[config.mk]
export PLATFORM = sky130hd
export DESIGN_NAME = udiv8_seq_flat
export DESIGN_NICKNAME = d
export VERILOG_FILES = /design/src/rtl/udiv8_seq_if.sv /design/src/rtl/udiv8_seq.sv /design/src/flat_wrapper.sv
export SDC_FILE = /design/constraint.sdc
export NUM_CORES = 1
export LEC_CHECK = 0
export ABC_AREA = 1
export BUFFER_PORTS_ARGS = -buffer_cell sky130_fd_sc_hd__buf_2
export CORE_UTILIZATION = 35
export CTS_BUF_LIST = sky130_fd_sc_hd__clkbuf_8 sky130_fd_sc_hd__clkbuf_16
export CTS_CLUSTER_DIAMETER = 120
export DETAILED_ROUTE_END_ITERATION = 10
export GPL_ROUTABILITY_DRIVEN = 0
export GPL_TIMING_DRIVEN = 0
export SKIP_LAST_GASP = 1
export SLEW_MARGIN = 20
export SYNTH_ARGS = -nofsm -noshare
export SYNTH_HDL_FRONTEND = slang
export SYNTH_SLANG_ARGS = --single-unit
[constraint.sdc]
create_clock -name clk -period 5.9 [get_ports clk]
set_input_delay 1.18 -clock clk [delete_from_list [all_inputs] [get_ports clk]]
set_output_delay 1.18 -clock clk [all_outputs]
set_load 0.005 [all_outputs]
[src/rtl/udiv8_seq_if.sv]
// Operand/result bundle for udiv8_seq; dz exists only when UDIV_DZ_FLAG_EN is defined.
// Buses are numbered MSB-first ([0:N]) to match the packed SIMD register layout.
interface udiv8_seq_if;
    logic         start;
    logic [0:1]   ctrl_ww;
    logic [0:127] reg_A;
    logic [0:127] reg_B;
    logic [0:127] result;
    logic         busy;
    logic         done;
    logic [0:7]   ovf;
`ifdef UDIV_DZ_FLAG_EN
    logic [0:7]   dz;

    modport master (output start, ctrl_ww, reg_A, reg_B,
                    input  result, busy, done, ovf, dz);
    modport slave  (input  start, ctrl_ww, reg_A, reg_B,
                    output result, busy, done, ovf, dz);
`else
    modport master (output start, ctrl_ww, reg_A, reg_B,
                    input  result, busy, done, ovf);
    modport slave  (input  start, ctrl_ww, reg_A, reg_B,
                    output result, busy, done, ovf);
`endif
endinterface

[src/rtl/udiv8_seq.sv]
// Packed restoring divider: 8x(16/8) or 4x(32/16) lanes, one quotient bit per cycle, all lanes in parallel.
// Latency: done N cycles after the start edge (N = 8 or 16), 0 extra for an invalid mode; optional dz flags under UDIV_DZ_FLAG_EN.
// Backpressure: none; start is only honoured in IDLE, so the next op may begin the cycle after done.
module udiv8_seq (
    input  logic       clk,
    input  logic       rst_n,
    udiv8_seq_if.slave bus
);
    localparam logic [1:0] W8     = 2'd0;
    localparam logic [1:0] W16    = 2'd1;
    localparam logic [1:0] MODE8  = W8 + 2'd1;
    localparam logic [1:0] MODE16 = W16 + 2'd1;

    typedef enum logic [1:0] {IDLE, CALC, DONE} state_t;

    state_t       r_state, w_state_nxt;
    logic         r_mode16;
    logic [4:0]   r_cnt;
    logic [15:0]  r_rem [0:7];
    logic [15:0]  r_lo  [0:7];
    logic [15:0]  r_dvs [0:7];
    logic [14:0]  r_q   [0:7];
    logic [0:7]   r_lane_ovf;
    logic [0:127] r_result;
    logic [0:7]   r_ovf;

    logic         w_valid, w_mode16_in, w_last, w_unused_b;
    logic [15:0]  w_ld_rem [0:7];
    logic [15:0]  w_ld_lo  [0:7];
    logic [15:0]  w_ld_dvs [0:7];
    logic [0:7]   w_ld_ovf;
    logic [16:0]  w_shift   [0:7];
    logic [15:0]  w_rem_nxt [0:7];
    logic [15:0]  w_q_nxt   [0:7];
    logic [0:127] w_res;

    assign w_mode16_in = (bus.ctrl_ww == MODE16);
    assign w_valid     = (bus.ctrl_ww == MODE8) || w_mode16_in;
    assign w_last      = (r_state == CALC) && (r_cnt == 5'd1);

    // Operand unpack: upper half of D seeds the partial remainder, lower half is shifted in.
    always_comb begin
        w_unused_b = 1'b0;
        w_ld_ovf   = '0;
        for (int k = 0; k < 8; k++) begin
            w_ld_rem[k] = '0;
            w_ld_lo[k]  = '0;
            w_ld_dvs[k] = '0;
        end
        if (w_mode16_in) begin
            for (int j = 0; j < 4; j++) begin
                w_ld_rem[j] = bus.reg_A[32*j +: 16];
                w_ld_lo[j]  = bus.reg_A[32*j+16 +: 16];
                w_ld_dvs[j] = bus.reg_B[32*j +: 16];
                w_ld_ovf[j] = bus.reg_A[32*j +: 16] >= bus.reg_B[32*j +: 16];
            end
        end else if (w_valid) begin
            for (int k = 0; k < 8; k++) begin
                w_ld_rem[k] = {8'h00, bus.reg_A[16*k +: 8]};
                w_ld_lo[k]  = {8'h00, bus.reg_A[16*k+8 +: 8]};
                w_ld_dvs[k] = {8'h00, bus.reg_B[16*k +: 8]};
                w_ld_ovf[k] = bus.reg_A[16*k +: 8] >= bus.reg_B[16*k +: 8];
            end
        end
        for (int j = 0; j < 4; j++) begin
            w_unused_b = w_unused_b ^ (^bus.reg_B[32*j+24 +: 8]);
        end
    end

    always_comb begin
        for (int k = 0; k < 8; k++) begin
            w_shift[k] = r_mode16 ? {r_rem[k], r_lo[k][15]}
                                  : {8'h00, r_rem[k][7:0], r_lo[k][7]};
            if (w_shift[k] >= {1'b0, r_dvs[k]}) begin
                w_rem_nxt[k] = 16'(w_shift[k] - {1'b0, r_dvs[k]});
                w_q_nxt[k]   = {r_q[k], 1'b1};
            end else begin
                w_rem_nxt[k] = w_shift[k][15:0];
                w_q_nxt[k]   = {r_q[k], 1'b0};
            end
        end
    end

    // Final-iteration values are packed directly so result lands on the same edge as the last step.
    always_comb begin
        w_res = '0;
        if (r_mode16) begin
            for (int j = 0; j < 4; j++) begin
                w_res[32*j +: 32] = r_lane_ovf[j] ? 32'hFFFF_FFFF : {w_q_nxt[j], w_rem_nxt[j]};
            end
        end else begin
            for (int k = 0; k < 8; k++) begin
                w_res[16*k +: 16] = r_lane_ovf[k] ? 16'hFFFF : {w_q_nxt[k][7:0], w_rem_nxt[k][7:0]};
            end
        end
    end

`ifdef UDIV_DZ_FLAG_EN
    logic [0:7] r_dz;
    logic [0:7] w_dz;

    always_comb begin
        w_dz = '0;
        for (int k = 0; k < 8; k++) begin
            w_dz[k] = (r_dvs[k] == 16'h0000) && (!r_mode16 || (k < 4));
        end
    end

    always_ff @(posedge clk or negedge rst_n) begin
        if (!rst_n) begin
            r_dz <= '0;
        end else if (r_state == IDLE && bus.start && !w_valid) begin
            r_dz <= '0;
        end else if (w_last) begin
            r_dz <= w_dz;
        end
    end

    assign bus.dz = r_dz;
`endif

    always_ff @(posedge clk or negedge rst_n) begin
        if (!rst_n) begin
            r_mode16   <= 1'b0;
            r_cnt      <= '0;
            r_lane_ovf <= '0;
            r_result   <= '0;
            r_ovf      <= '0;
            for (int k = 0; k < 8; k++) begin
                r_rem[k] <= '0;
                r_lo[k]  <= '0;
                r_dvs[k] <= '0;
                r_q[k]   <= '0;
            end
        end else if (r_state == IDLE && bus.start) begin
            r_mode16   <= w_mode16_in;
            r_cnt      <= w_mode16_in ? 5'd16 : 5'd8;
            r_lane_ovf <= w_ld_ovf;
            for (int k = 0; k < 8; k++) begin
                r_rem[k] <= w_ld_rem[k];
                r_lo[k]  <= w_ld_lo[k];
                r_dvs[k] <= w_ld_dvs[k];
                r_q[k]   <= '0;
            end
            if (!w_valid) begin
                r_result <= '0;
                r_ovf    <= '0;
            end
        end else if (r_state == CALC) begin
            r_cnt <= r_cnt - 5'd1;
            for (int k = 0; k < 8; k++) begin
                r_rem[k] <= w_rem_nxt[k];
                r_lo[k]  <= {r_lo[k][14:0], 1'b0};
                r_q[k]   <= w_q_nxt[k][14:0];
            end
            if (w_last) begin
                r_result <= w_res;
                r_ovf    <= r_lane_ovf;
            end
        end
    end

    always_ff @(posedge clk or negedge rst_n) begin
        if (!rst_n) r_state <= IDLE;
        else        r_state <= w_state_nxt;
    end

    always_comb begin
        w_state_nxt = r_state;
        case (r_state)
            IDLE:    if (bus.start) w_state_nxt = w_valid ? CALC : DONE;
            CALC:    if (r_cnt == 5'd1) w_state_nxt = DONE;
            DONE:    w_state_nxt = IDLE;
            default: w_state_nxt = IDLE;
        endcase
    end

    assign bus.busy   = (r_state == CALC);
    assign bus.done   = (r_state == DONE);
    assign bus.result = r_result;
    assign bus.ovf    = r_ovf;
endmodule

[src/flat_wrapper.sv]
// flat-port wrapper written by rule: the top's interface ports become plain ports
module udiv8_seq_flat 
  (clk, rst_n, bus_start, bus_ctrl_ww, bus_reg_A, bus_reg_B, bus_result, bus_busy, bus_done, bus_ovf);
  udiv8_seq_if bus_i ();
  input  logic clk;
  input  logic rst_n;
  input wire logic [$bits(bus_i.start)-1:0] bus_start;
  input wire logic [$bits(bus_i.ctrl_ww)-1:0] bus_ctrl_ww;
  input wire logic [$bits(bus_i.reg_A)-1:0] bus_reg_A;
  input wire logic [$bits(bus_i.reg_B)-1:0] bus_reg_B;
  output wire logic [$bits(bus_i.result)-1:0] bus_result;
  output wire logic [$bits(bus_i.busy)-1:0] bus_busy;
  output wire logic [$bits(bus_i.done)-1:0] bus_done;
  output wire logic [$bits(bus_i.ovf)-1:0] bus_ovf;
  assign bus_i.start = bus_start;
  assign bus_i.ctrl_ww = bus_ctrl_ww;
  assign bus_i.reg_A = bus_reg_A;
  assign bus_i.reg_B = bus_reg_B;
  assign bus_result = bus_i.result;
  assign bus_busy = bus_i.busy;
  assign bus_done = bus_i.done;
  assign bus_ovf = bus_i.ovf;
  udiv8_seq u_core (.clk(clk), .rst_n(rst_n), .bus(bus_i));
endmodule
==> results of run 1 <==
[flip-flops by register name, summed over array words and instances, names as in the netlist]
signal	count
u_core.bus.ovf	8
u_core.bus.result	128
u_core.r_cnt	5
u_core.r_dvs	96
u_core.r_lane_ovf	8
u_core.r_lo	128
u_core.r_mode16	1
u_core.r_q	88
u_core.r_rem	128
u_core.r_state	2
[layout make-up]
type                    count  share of cell area [%]
multi-input cells        3387                    42.1
well taps                1368                    4.06
plain buffers             227                    2.43
diodes                      5                  0.0297
clock buffers              85                    4.75
clock inverters            48                    1.10
flip-flops and latches    592                    35.2
repair buffers            375                    4.93
inverters                 610                    5.43
[report_power, final]
group | switching [uW] | total [uW] | internal (uW)
clock | 1940 | 4650 | 2710
sequential | 1030 | 6800 | 5770
combinational | 13100 | 18700 | 5660
[final timing paths]
| kind | to | depth (start not counted) | slack [ns] | startpoint |
|---|---|---|---|---|
| hold reg to reg | u_core.bus.result[25]$_DFFE_PN0P_ | 2 | 0.47 | u_core.bus.result[25]$_DFFE_PN0P_ |
| setup reg to reg | u_core.bus.result[119]$_DFFE_PN0P_ | 22 | 1.32 | u_core.r_mode16$_DFFE_PN0P_ |
| setup / recovery | u_core.bus.result[119]$_DFFE_PN0P_ | 22 | 1.32 | u_core.r_mode16$_DFFE_PN0P_ |
| hold / removal | u_core.r_dvs[114]$_DFFE_PN0P_ | 1 | 0.37 | rst_n |
| max in group asynchronous | u_core.r_dvs[36]$_DFFE_PN0P_ | 5 | 3.79 | rst_n |
| min in group clk | u_core.bus.result[25]$_DFFE_PN0P_ | 2 | 0.47 | u_core.bus.result[25]$_DFFE_PN0P_ |
[routing by layer]
layer	global-route usage (%)	routed length, um	vias up
li1	-	-	16800
met5	0	121	-
met1	39.8	63800	17500
met4	16.5	9790	20
met2	45.2	67500	2006
met3	7.07	17000	446
[synthesized netlist by cell type, types with 3 or more instances]
| library cell | n | area (sq um) |
|---|---|---|
| a21o_1 | 3 | 22.5 |
| a21oi_1 | 308 | 1540 |
| a221oi_1 | 38 | 333 |
| a22oi_1 | 60 | 450 |
| a31oi_1 | 53 | 332 |
| buf_1 | 11 | 41.3 |
| buf_2 | 39 | 195 |
| buf_4 | 11 | 82.6 |
| buf_6 | 10 | 113 |
| clkbuf_1 | 156 | 586 |
| clkinv_1 | 4 | 15.0 |
| dfrtp_1 | 592 | 14800 |
| fa_1 | 8 | 160 |
| ha_1 | 199 | 2490 |
| inv_1 | 603 | 2260 |
| inv_2 | 3 | 11.3 |
| nand2_1 | 1347 | 5060 |
| nand2_2 | 15 | 93.8 |
| nand2_4 | 8 | 90.1 |
| nand3_1 | 342 | 1710 |
| nand3b_1 | 16 | 120 |
| nand4_1 | 27 | 169 |
| nor2_1 | 319 | 1200 |
| nor2_2 | 4 | 25.0 |
| nor2_4 | 4 | 45.0 |
| nor3_1 | 15 | 75.1 |
| o2111ai_1 | 4 | 35.0 |
| o211ai_1 | 7 | 52.6 |
| o21a_1 | 7 | 52.6 |
| o21ai_0 | 273 | 1370 |
| o21ai_1 | 16 | 80.1 |
| o21bai_1 | 4 | 30.0 |
| o221ai_1 | 4 | 35.0 |
| o22ai_1 | 201 | 1260 |
| o31ai_1 | 4 | 30.0 |
| xnor2_1 | 15 | 131 |
| xor2_1 | 64 | 561 |
[kinds of logic (layout without fill, tap and decap cells)]
group / count (synthesis) / count (layout)
simple gates: 2110 / 2110
compound gates: 991 / 991
buf+inv: 837 / 1345
flops: 592 / 592
fa+ha+maj: 207 / 207
xor+xnor: 79 / 79
other cells: 0 / 5
[critical path, cell delays in order, from the launching register on]
cell     delay [ns]
dfrtp_1        0.35
buf_6          0.19
buf_6          0.21
buf_6          0.17
buf_4          0.29
buf_4          0.34
buf_2          0.40
nand2_1        0.18
inv_1          0.09
ha_1           0.30
nand2_1        0.14
inv_1          0.05
nand2_1        0.08
nor2_1         0.08
nand3_1        0.07
nand3_1        0.11
nor2_4         0.29
nand2_4        0.19
buf_6          0.19
nand2_1        0.06
nand2_1        0.15
o21ai_0        0.40
nand2_1        0.09
[per-stage QoR]
step	total power (uW)	area [sq um]	setup slack [ns]	setup TNS (ns)	utilization, %
2_1_floorplan	18500	35900	3.00	0	-
3_3_place_gp	24700	39400	-9.29	-5435.56	38.7
3_5_place_dp	24900	39700	1.51	0	39.0
4_1_cts	29600	42100	1.50	0	41.4
5_1_grt	32200	42100	1.18	0	41.4
6_report	30200	42100	1.32	0	41.4
==> reports/qor.yml, run 1 <==
timing:
  maxSlewHeadroom_pct: 14.4
  skew_ns: 0.0313
  setup_viol: 0
  tightest_slew_ns: 1.28
  finalCriticalPeriod_ns: 4.58
  fmax_mhz: 218
  drv_slew: 0
  hold_slack_ns: 0.369
  period_share_pct: 77.7
  grt_setup_unrepaired: "no"
  finalHoldViolCount: 0
grt:
  grt_pass1_vias: 34600
  grtUsageTotal_pct: 30.1
  grt_overflow: 0
  grt_max_degree: 96
  antenna_found_initial: 24
  grt_pass1_wl_um: 229000
worst_setup_path:
  critPathMaxFanout: 10
  cp_data_arrival_time_ns: 5.09
  critPathKind: "flop to flop"
  crit_path_end_kind: "flop"
  cp.required_ns: 6.41
  start_kind: "flop"
logic_synthesis:
  syn_inst: 4816
  ys_ff_latch: 592
  synth_nets: 5284
  yosys.area_share.simple_pct: 24.2
  ys_seq_area_share_pct: 41.3
  synth_edf_count: 0
  ys_types: 51
  yosys_warnings: 0
  syn_area_per_cell_sq_um: 7.45
  synthMuxAreaShare_pct: 0
  yosys.area_share.adder_pct: 7.39
  synth_top_family_by_area: "simple AND/OR/NAND/NOR gates"
  netlist_area_sq_um: 35900
  ys_async_sr_fraction_pct: 100
  synth_compound_area_share_pct: 15.9
  synthXorXnorAreaFrac_pct: 1.93
  synth_ff_type: "dfrtp_1"
clock_tree:
  tritoncts: "yes"
  cts_buffer_depth: 3
  numCtsBuffers: 73
  post_cts_resized: 0
  ctsHoldBuffers: 0
  clk_pin_slew_ns: 0.07
  root_buffer: "clkbuf_16"
  htree_levels: 3
  post-cts-setup-buffer-count: 0
  cts.sinks: 592
  clk-insertion-delay-late_ns: 0.64
min_path:
  hold_path.class: "input pin to asynchronous set/reset pin"
placed_design:
  place_inst: 6559
  hpwlAfterDp_um: 124000
  io_buffers: 366
routing:
  drtIter0Drc: 4603
  wl_per_cell_um: 23.6
  finalWirelength_um: 158000
  viasPerCell: 5.50
  routed-via-count: 36800
  drcViolationCount: 0
  antenna_left: 0
  firstDrtPassIters: 9
die:
  dieArea_sq_um: 104000
  placementRows: 117
  initial_core_util_pct: 35.2
  die_x_um: 322
  core-area_sq_um: 102000
  io_pins: 399
  die_y_um: 322
flow_run:
  maxCapViolCount: 0
finish:
  area_delta_synth_final_pct: 17.5
  final_nets: 5734
  final_layout_size_suffix_gt1_share_pct: 11.3
  regArea_sq_um: 14800
  stdcell_count: 6697
  mostFrequentLayoutCells: "1347 x nand2_1, 620 x inv_1, 592 x dfrtp_1"
  mostFrequentLayoutCell: "nand2_1"
  nFillCells: 10600
  multi_input_area_sq_um: 17700
power:
  power_density_nw_per_um2: 717
  power_leakage_uw: 0.0220
  vdd_drop_max_uv: 348
status:
  status: "complete, no violations"
No activity file was read; power rests on OpenSTA's default activity.
==> inputs of run 2 (changes only) <==
==> constraint.sdc (replaced) <==
create_clock -name clk -period 4.41 [get_ports clk]
set_input_delay 0.882 -clock clk [delete_from_list [all_inputs] [get_ports clk]]
set_output_delay 0.882 -clock clk [all_outputs]
set_load 0.005 [all_outputs]
==> run 2 against run 1 <==
- utilization hardly changed
- clock skew is 0.0041 ns lower
- via count hardly changed
- clock-buffer cell count stayed put
- global-route usage stayed put
- sequential power is 34% higher
- non-clock buffer count is 4 higher
- routed wire length hardly changed
- largest power group unchanged
==> reports/qor.yml, run 2 (synthesis results as in run 1) <==
placed_design:
  post-place-ws_ns: 0.0184
  io_buffers: 366
  hpwlAfterDp_um: 124000
clock_tree:
  htree_levels: 3
  cts.sinks: 592
  clk_pin_slew_ns: 0.06
  cts_buffer_depth: 3
  tritoncts: "yes"
  clk-insertion-delay-late_ns: 0.64
  root_buffer: "clkbuf_16"
  numCtsBuffers: 73
finish:
  final_nets: 5738
  final_util_pct: 41.5
  area_delta_synth_final_pct: 17.6
  mostFrequentLayoutCells: "1347 x nand2_1, 620 x inv_1, 592 x dfrtp_1"
  final_layout_size_suffix_gt1_share_pct: 11.4
  mostFrequentLayoutCell: "nand2_1"
worst_setup_path:
  path_depth: 22
  max_stage_delay_ns: 0.43
  start_kind: "flop"
  critPathKind: "flop to flop"
  cp_data_arrival_time_ns: 4.88
  critPathBufInv: 7
  critPathMaxFanout: 10
  path_delay_family: "buffers and inverters"
  slowest_stage: "o21ai_0"
  crit_chain: "buf_6 -> buf_6 -> buf_6 -> buf_4 -> buf_6 -> nand2_1 -> o21ai_0 -> ha_1 -> inv_1 -> fa_1 -> inv_1 -> nor2_1 -> nor2_1 -> o21ai_0 -> nand2_1 -> nand2_1 -> nand2_1 -> nand2_1 -> nand2_1 -> nand2_1 -> o21ai_0 -> nand2_1"
  crit_path_end_kind: "flop"
  r2r_cells: 22
  cp.required_ns: 4.91
  critPathMostFrequentCell: "nand2_1"
die:
  placementRows: 117
  dieArea_sq_um: 104000
  die_y_um: 322
  die_x_um: 322
  io_pins: 399
  core-area_sq_um: 102000
  initial_core_util_pct: 35.2
power:
  vdd_drop_max_uv: 472
  power_density_nw_per_um2: 960
  power_leakage_uw: 0.0221
routing:
  finalWirelength_um: 158000
  antenna_left: 0
  routed-via-count: 36800
  drcViolationCount: 0
  wl_per_cell_um: 23.6
  viasPerCell: 5.50
  drtIter0Drc: 4649
  firstDrtPassIters: 6
min_path:
  hold_path.class: "input pin to asynchronous set/reset pin"
timing:
  drv_slew: 0
  fmax_mhz: 229
  setup_viol: 0
  finalCriticalPeriod_ns: 4.37
  skew_ns: 0.0272
  tns_ns: 0
  setup_ws_ns: 0.0379
  maxSlewHeadroom_pct: 12.3
  grt_setup_unrepaired: "no"
  finalHoldViolCount: 0
  hold_slack_ns: 0.0754
  period_share_pct: 99.1
  tightest_slew_ns: 1.32
grt:
  grt_pass1_vias: 34600
  grt_pass1_wl_um: 229000
  grt_use_met1_pct: 39.8
  grt_util_met3_pct: 7.07
  grtUsageTotal_pct: 30.1
  antenna_found_initial: 24
  use_met2_pct: 45.2
  grt.busiest_layer: "met2"
  grt_max_degree: 96
  grt_overflow: 0
flow_run:
  maxCapViolCount: 0
status:
  status: "complete, no violations"
[run 2: cell count changes in the layout (fill, tap and decap cells not counted), sizes merged]
cell and delta:
buf +2, clkbuf +2
[run 2: worst paths after layout]
| path | start | endpoint | slack (ns) |
|---|---|---|---|
| setup / recovery | u_core.r_mode16$_DFFE_PN0P_ | u_core.bus.result[81]$_DFFE_PN0P_ | 0.04 |
| hold / removal | rst_n | u_core.r_dvs[114]$_DFFE_PN0P_ | 0.08 |
| setup reg to reg | u_core.r_mode16$_DFFE_PN0P_ | u_core.bus.result[81]$_DFFE_PN0P_ | 0.04 |
| hold reg to reg | u_core.bus.result[25]$_DFFE_PN0P_ | u_core.bus.result[25]$_DFFE_PN0P_ | 0.47 |
| max in group asynchronous | rst_n | u_core.r_dvs[36]$_DFFE_PN0P_ | 2.57 |
| min in group clk | u_core.bus.result[25]$_DFFE_PN0P_ | u_core.bus.result[25]$_DFFE_PN0P_ | 0.47 |
[run 2: report_power, final]
part / internal [uW] / switching (uW)
registers: 7720 / 1380
clock network: 3630 / 2590
logic: 7640 / 17600
total: 19000 / 21500
[run 2: layout make-up]
cell class | instances | area [sq um]
inverter | 610 | 2290
sequential | 592 | 14800
fill | 10600 | 59600
tap | 1368 | 1710
clock buffer | 85 | 2000
clock inverter | 48 | 464
timing repair buffer | 379 | 2110
multi-input combinational | 3387 | 17700
buffer | 227 | 1030
antenna | 5 | 12.5
[run 2: through the flow]
step	power, uW	area (sq um)	std cells
floorplan	24800	35900	4816
global placement	33100	39400	6550
detailed placement	33300	39700	6559
CTS	39600	42100	6692
global route	43200	42200	6698
finish	40500	42200	6701
[run 2: per-layer routing]
layer,share of wire (%),routed length [um]
met5,0.075,119
met4,6.1,9660
met3,11,16800
met2,43,67500
met1,41,64400
[run 2: what timing repair did]
item / CTS / global route
gates resized for setup: 0 / 9
setup endpoints to repair: 0 / 29
hold buffers: 0 / 0
setup buffers: 0 / 4
[run 2: worst reg2reg max path, delay by kind of cell, from the launching register on]
kind | cells | cell delay [ns]
buf+inv | 7 | 1.27
simple gates | 10 | 1.01
compound gates | 3 | 0.96
fa+ha+maj | 2 | 0.66
flops | 1 | 0.35
